## config.mk

```make
export PLATFORM = sky130hd
export DESIGN_NAME = game_controller
export DESIGN_NICKNAME = d
export VERILOG_FILES = /design/src/rtl/game_controller.sv
export SDC_FILE = /design/constraint.sdc
export NUM_CORES = 1
export LEC_CHECK = 0
export CELL_PAD_IN_SITES_DETAIL_PLACEMENT = 0
export CELL_PAD_IN_SITES_GLOBAL_PLACEMENT = 1
export CORE_MARGIN = 2
export CORE_UTILIZATION = 36
export CTS_BUF_LIST = sky130_fd_sc_hd__clkbuf_8
export DETAILED_ROUTE_END_ITERATION = 12
export GPL_ROUTABILITY_DRIVEN = 1
export GPL_TIMING_DRIVEN = 0
export PLACE_DENSITY_LB_ADDON = 0.08
export RECOVER_POWER = 100
export SLEW_MARGIN = 20
export SYNTH_ARGS = -nofsm -noshare
export SYNTH_HDL_FRONTEND = slang
export SYNTH_SLANG_ARGS = --single-unit
```

## constraint.sdc

```tcl
create_clock -name clock_i -period 4.3 [get_ports clock_i]
set_clock_uncertainty 0.2 [all_clocks]
set_input_delay 0.86 -clock clock_i [delete_from_list [all_inputs] [get_ports clock_i]]
set_output_delay 0.86 -clock clock_i [all_outputs]
set_load 0.02 [all_outputs]
```

## src/rtl/game_controller.sv

```systemverilog
// Bomb sequencer: arms the countdown, serializes mistake pulses into strikes, declares win/loss.
// Optional STRIKE_SPEEDUP_EN makes the timer speed track the strike count.
module game_controller #(
  parameter int NUM_MODULES = 4,
  parameter int MAX_STRIKES = 3
) (
  input  logic                   clock_i,
  input  logic                   reset_i,
  input  logic                   start_i,
  input  logic [NUM_MODULES-1:0] mistake_i,
  input  logic [NUM_MODULES-1:0] solved_i,
  input  logic                   timer_expired_i,
  output logic                   timer_load_o,
  output logic                   timer_run_o,
  output logic [1:0]             strikes_o,
  output logic                   strike_pulse_o,
  output logic [1:0]             speed_o,
  output logic                   explode_strike_o,
  output logic                   explode_timer_o,
  output logic                   game_won_o,
  output logic [1:0]             state_o
);

  typedef enum logic [1:0] {
    S_IDLE  = 2'd0,
    S_ARMED = 2'd1,
    S_WON   = 2'd2,
    S_LOST  = 2'd3
  } state_t;

  localparam logic [1:0] MAX_STRIKES_L = 2'(MAX_STRIKES);

  state_t                 state_q, state_d;
  logic [1:0]             strikes_q, strikes_d;
  logic [NUM_MODULES-1:0] pending_q, pending_d;
  logic                   timer_load_q, timer_load_d;
  logic                   timer_run_q, timer_run_d;
  logic                   strike_pulse_q, strike_pulse_d;
  logic                   explode_strike_q, explode_strike_d;
  logic                   explode_timer_q, explode_timer_d;
  logic                   game_won_q, game_won_d;

  logic [NUM_MODULES-1:0] live_mistake;
  logic [NUM_MODULES-1:0] req;
  logic [NUM_MODULES-1:0] grant;

  // Mistakes from already-solved modules never count.
  generate
    for (genvar gi = 0; gi < NUM_MODULES; gi++) begin : g_mask
      assign live_mistake[gi] = mistake_i[gi] & ~solved_i[gi];
    end
  endgenerate

  assign req   = pending_q | live_mistake;
  assign grant = req & (~req + NUM_MODULES'(1));

  always_comb begin
    state_d          = state_q;
    strikes_d        = strikes_q;
    pending_d        = pending_q;
    timer_load_d     = 1'b0;
    timer_run_d      = timer_run_q;
    strike_pulse_d   = 1'b0;
    explode_strike_d = explode_strike_q;
    explode_timer_d  = explode_timer_q;
    game_won_d       = game_won_q;

    case (state_q)
      S_IDLE: begin
        strikes_d   = 2'd0;
        pending_d   = '0;
        timer_run_d = 1'b0;
        if (start_i) begin
          state_d      = S_ARMED;
          timer_load_d = 1'b1;
          timer_run_d  = 1'b1;
        end
      end
      S_ARMED: begin
        timer_run_d = 1'b1;
        if (req != '0) begin
          strike_pulse_d = 1'b1;
          pending_d      = req & ~grant;
          if (strikes_q != MAX_STRIKES_L) strikes_d = strikes_q + 2'd1;
        end
        // Loss by timer outranks loss by strikes, which outranks a win.
        if (timer_expired_i) begin
          state_d         = S_LOST;
          explode_timer_d = 1'b1;
          pending_d       = '0;
          timer_run_d     = 1'b0;
        end else if ((req != '0) && (strikes_d == MAX_STRIKES_L)) begin
          state_d          = S_LOST;
          explode_strike_d = 1'b1;
          pending_d        = '0;
          timer_run_d      = 1'b0;
        end else if (&solved_i) begin
          state_d     = S_WON;
          game_won_d  = 1'b1;
          pending_d   = '0;
          timer_run_d = 1'b0;
        end
      end
      default: begin
        if (start_i) begin
          state_d          = S_IDLE;
          strikes_d        = 2'd0;
          pending_d        = '0;
          timer_run_d      = 1'b0;
          explode_strike_d = 1'b0;
          explode_timer_d  = 1'b0;
          game_won_d       = 1'b0;
        end
      end
    endcase
  end

  always_ff @(posedge clock_i) begin
    if (!reset_i) begin
      state_q          <= S_IDLE;
      strikes_q        <= 2'd0;
      pending_q        <= '0;
      timer_load_q     <= 1'b0;
      timer_run_q      <= 1'b0;
      strike_pulse_q   <= 1'b0;
      explode_strike_q <= 1'b0;
      explode_timer_q  <= 1'b0;
      game_won_q       <= 1'b0;
    end else begin
      state_q          <= state_d;
      strikes_q        <= strikes_d;
      pending_q        <= pending_d;
      timer_load_q     <= timer_load_d;
      timer_run_q      <= timer_run_d;
      strike_pulse_q   <= strike_pulse_d;
      explode_strike_q <= explode_strike_d;
      explode_timer_q  <= explode_timer_d;
      game_won_q       <= game_won_d;
    end
  end

`ifdef STRIKE_SPEEDUP_EN
  logic [1:0] speed_q;

  always_ff @(posedge clock_i) begin
    if (!reset_i) speed_q <= 2'd0;
    else          speed_q <= strikes_d;
  end

  assign speed_o = speed_q;
`else
  assign speed_o = 2'd0;
`endif

  assign state_o          = state_q;
  assign strikes_o        = strikes_q;
  assign timer_load_o     = timer_load_q;
  assign timer_run_o      = timer_run_q;
  assign strike_pulse_o   = strike_pulse_q;
  assign explode_strike_o = explode_strike_q;
  assign explode_timer_o  = explode_timer_q;
  assign game_won_o       = game_won_q;

endmodule

```

==> results.py <==
metrics = {
    "run_status": {
        "status": "completed",
    },
    "sta": {
        "fmax_mhz": 311,
        "tns_ns": 0,
        "worst_slew_pin_slew_ns": 1.12,
        "min_period_over_period_pct": 74.9,
        "final-hold-violation-count": 0,
        "rsz0062_at_grt": "no",
        "period_needed_ns": 3.22,
        "setup_ws_ns": 1.08,
        "slew_headroom_pct": 24.8,
        "setup_viol_count_final": 0,
        "maxSlewViolCount": 0,
    },
    "layout": {
        "top_register": "pending_q",
        "regArea_sq_um": 260,
        "layout.nets": 116,
        "area_growth_pct": 35.8,
        "nFillCells": 165,
        "drive_above_1_share_pct": 9.71,
        "fin_util_pct": 53.5,
        "n_antenna_cell": 0,
        "multi_input_comb_area_sq_um": 379,
        "layout.cells.non_filler": 128,
        "largest_reg_flops": 3,
    },
    "clock_tree": {
        "numCtsBuffers": 3,
        "hold_buffers": 0,
        "cts_buffer_depth": 2,
        "cts_post_setup_buffers_inserted": 0,
        "cts-resized-gates": 0,
        "ctsHtreeMaxLevel": 1,
        "clkLatencyLatePin_ns": 0.24,
        "path_clk_slew_ns": 0.05,
        "cts_root_buf": "clkbuf_8",
        "cts_sinks": 13,
        "cts_tree": "yes",
    },
    "worst_hold_path": {
        "min_from": "explode_strike_o$_SDFFE_PN0P_",
        "hold_path.class": "flip-flop to flip-flop",
    },
    "setup_path": {
        "cp_top_family": "simple AND/OR/NAND/NOR gates",
        "critical_path_class": "input port to flip-flop",
        "arrival_ns": 3.16,
        "path_buf_inv": 1,
        "slowest_delay_ns": 0.94,
        "endpoint_kind": "flip-flop",
        "path_cells": "clkdlybuf4s50_1 -> and2b_4 -> nor4_1 -> a2111oi_0 -> a2111oi_2",
        "regToRegStartpoint": "pending_q[2]$_SDFFE_PN0P_",
        "worst-endpoint-required_ns": 4.24,
        "start_kind": "input port",
        "critPathMaxFanout": 7,
        "crit_start": "solved_i[1]",
        "cpMaxStageDelayCell": "nor4_1",
    },
    "global_route": {
        "grt_overflow": 0,
        "grt_pass1_wl_um": 2640,
        "grt_max_degree": 11,
        "grt_pass1_vias": 579,
        "antenna_found_initial": 0,
        "grt_usage_pct": 16.6,
    },
    "drt": {
        "wl_met1_um": 843,
        "drcViolationCount": 0,
        "drt_iter0_drc": 14,
        "via_per_inst": 5.19,
        "met3_length_um": 80,
        "top_layer": "met4",
        "via_count": 664,
        "wl_um": 1620,
        "ant_nets": 0,
        "wl_met2_um": 687,
        "first_pass_iters": 4,
        "wire_per_inst_um": 12.7,
    },
    "yosys": {
        "synth-simple-area-share_pct": 27.6,
        "synth_compound_area_share_pct": 29.4,
        "ys_types": 38,
        "synthDominantCellAreaShare_pct": 37.1,
        "syn_inst": 78,
        "ys_ff_latch": 13,
        "ys_dominant_reg_cell": "dfxtp_1",
        "async_flop_share_pct": 0,
        "synthTopCellsByArea": "dfxtp_1, nor2b_1, a2111oi_2, a22oi_1, o211ai_1",
        "synth_top_family_by_area": "compound AO/OA/AOI/OAI gates",
        "synth_warnings": 0,
        "yosys.area.top_type": "dfxtp_1",
        "synth_xor_area_share_pct": 0,
        "synth_most_common_cell": "dfxtp_1",
        "synthAdderAreaFrac_pct": 0,
        "syn_area_sq_um": 702,
        "synth_mux_area_share_pct": 0,
        "synth.avg_cell_area_sq_um": 9.00,
        "synthTopCellsByCount": "dfxtp_1, nor2b_1, nor2_1",
        "synth_seq_area_share_pct": 37.1,
        "synth_edf_count": 0,
    },
    "floorplan": {
        "initial_core_util_pct": 39.4,
        "ios": 24,
        "dieArea_sq_mm": 0.00232,
        "rows": 15,
        "die_h_um": 48.2,
        "core_sq_mm": 0.00178,
        "die_x_um": 48.2,
    },
    "flow_run": {
        "maxCapViolCount": 0,
    },
    "power": {
        "power.density_mw_per_mm2": 331,
        "ir_drop_mv": 0.217,
        "cellLeakagePower_nw": 0.377,
    },
    "place": {
        "place_inst": 124,
        "io_buffers": 20,
        "routabilityCongestion": 0.772,
        "post-place-ws_ns": 1.43,
    },
}
==> cell type report <==
class | instances | share of cell area (%)
clock inverters | 1 | 0.394
flip-flops and latches | 13 | 27.3
multi-input cells | 58 | 39.8
clock buffers | 3 | 4.33
well taps | 25 | 3.28
plain buffers | 4 | 2.36
repair buffers | 20 | 21.0
inverters | 4 | 1.57
==> layer usage <==
layer,up-vias,GRT usage (%)
li1,339,-
met1,306,24.0
met2,17,22.4
met3,2,6.67
met4,0,4.86
met5,-,0
==> placed cells by master, fill, tap and decap left out, drive strengths merged <==
cell           count
dfxtp             13
dlygate4sd3       11
clkdlybuf4s50      9
nor2b              6
nor2               5
clkbuf             5
inv                4
o21ai              4
nand2              4
o211ai             4
a22oi              3
nand3              3
and2               2
nand2b             2
o41ai              2
a21oi              2
buf                2
conb               2
or2                2
a2111oi            2
and2b              1
nor4               1
nand4              1
nor3b              1
clkinv             1
o21bai             1
o211a              1
o22ai              1
or4                1
o32ai              1
a22o               1
a211o              1
a211oi             1
and3               1
nor4b              1
a31oi              1
==> worst paths after layout <==
path / endpoint / cells after the start / slack [ns]
worst max-delay path: strikes_o[0]$_SDFFE_PN0P_ / 5 / 1.08
worst min register to register: explode_strike_o$_SDFFE_PN0P_ / 2 / 0.25
worst min-delay path: explode_strike_o$_SDFFE_PN0P_ / 2 / 0.25
worst max register to register: strikes_o[0]$_SDFFE_PN0P_ / 4 / 1.85
==> power by group <==
group | leakage, nW | switching [mW] | internal, mW | total, mW
clock | 0.0269 | 0.0420 | 0.0630 | 0.105
combinational | 0.244 | 0.0409 | 0.0352 | 0.0761
sequential | 0.106 | 0.00665 | 0.128 | 0.135
==> stage by stage <==
stage	area, sq um	power [mW]	hold slack [ns]
6_report	953	0.316	0.250
5_1_grt	953	0.334	0.282
4_1_cts	982	0.326	0.258
3_5_place_dp	937	0.219	0.250
3_3_place_gp	937	0.220	0.243
2_1_floorplan	706	0.186	0.276
==> kinds of logic (layout without fill, tap and decap cells) <==
group	count (synthesis)	after routing
DFF	13	13
other	1	2
buffers and inverters	8	32
AOI/OAI and AO/OA	25	25
and+or+nand+nor	31	31
==> worst register-to-register path: cells and delay by family (launching register included) <==
| kind | cells | cell delay [ns] |
|---|---|---|
| AOI/OAI and AO/OA | 2 | 0.68 |
| DFF | 1 | 0.32 |
| and+or+nand+nor | 2 | 1.15 |
No activity file was read; power rests on OpenSTA's default activity.
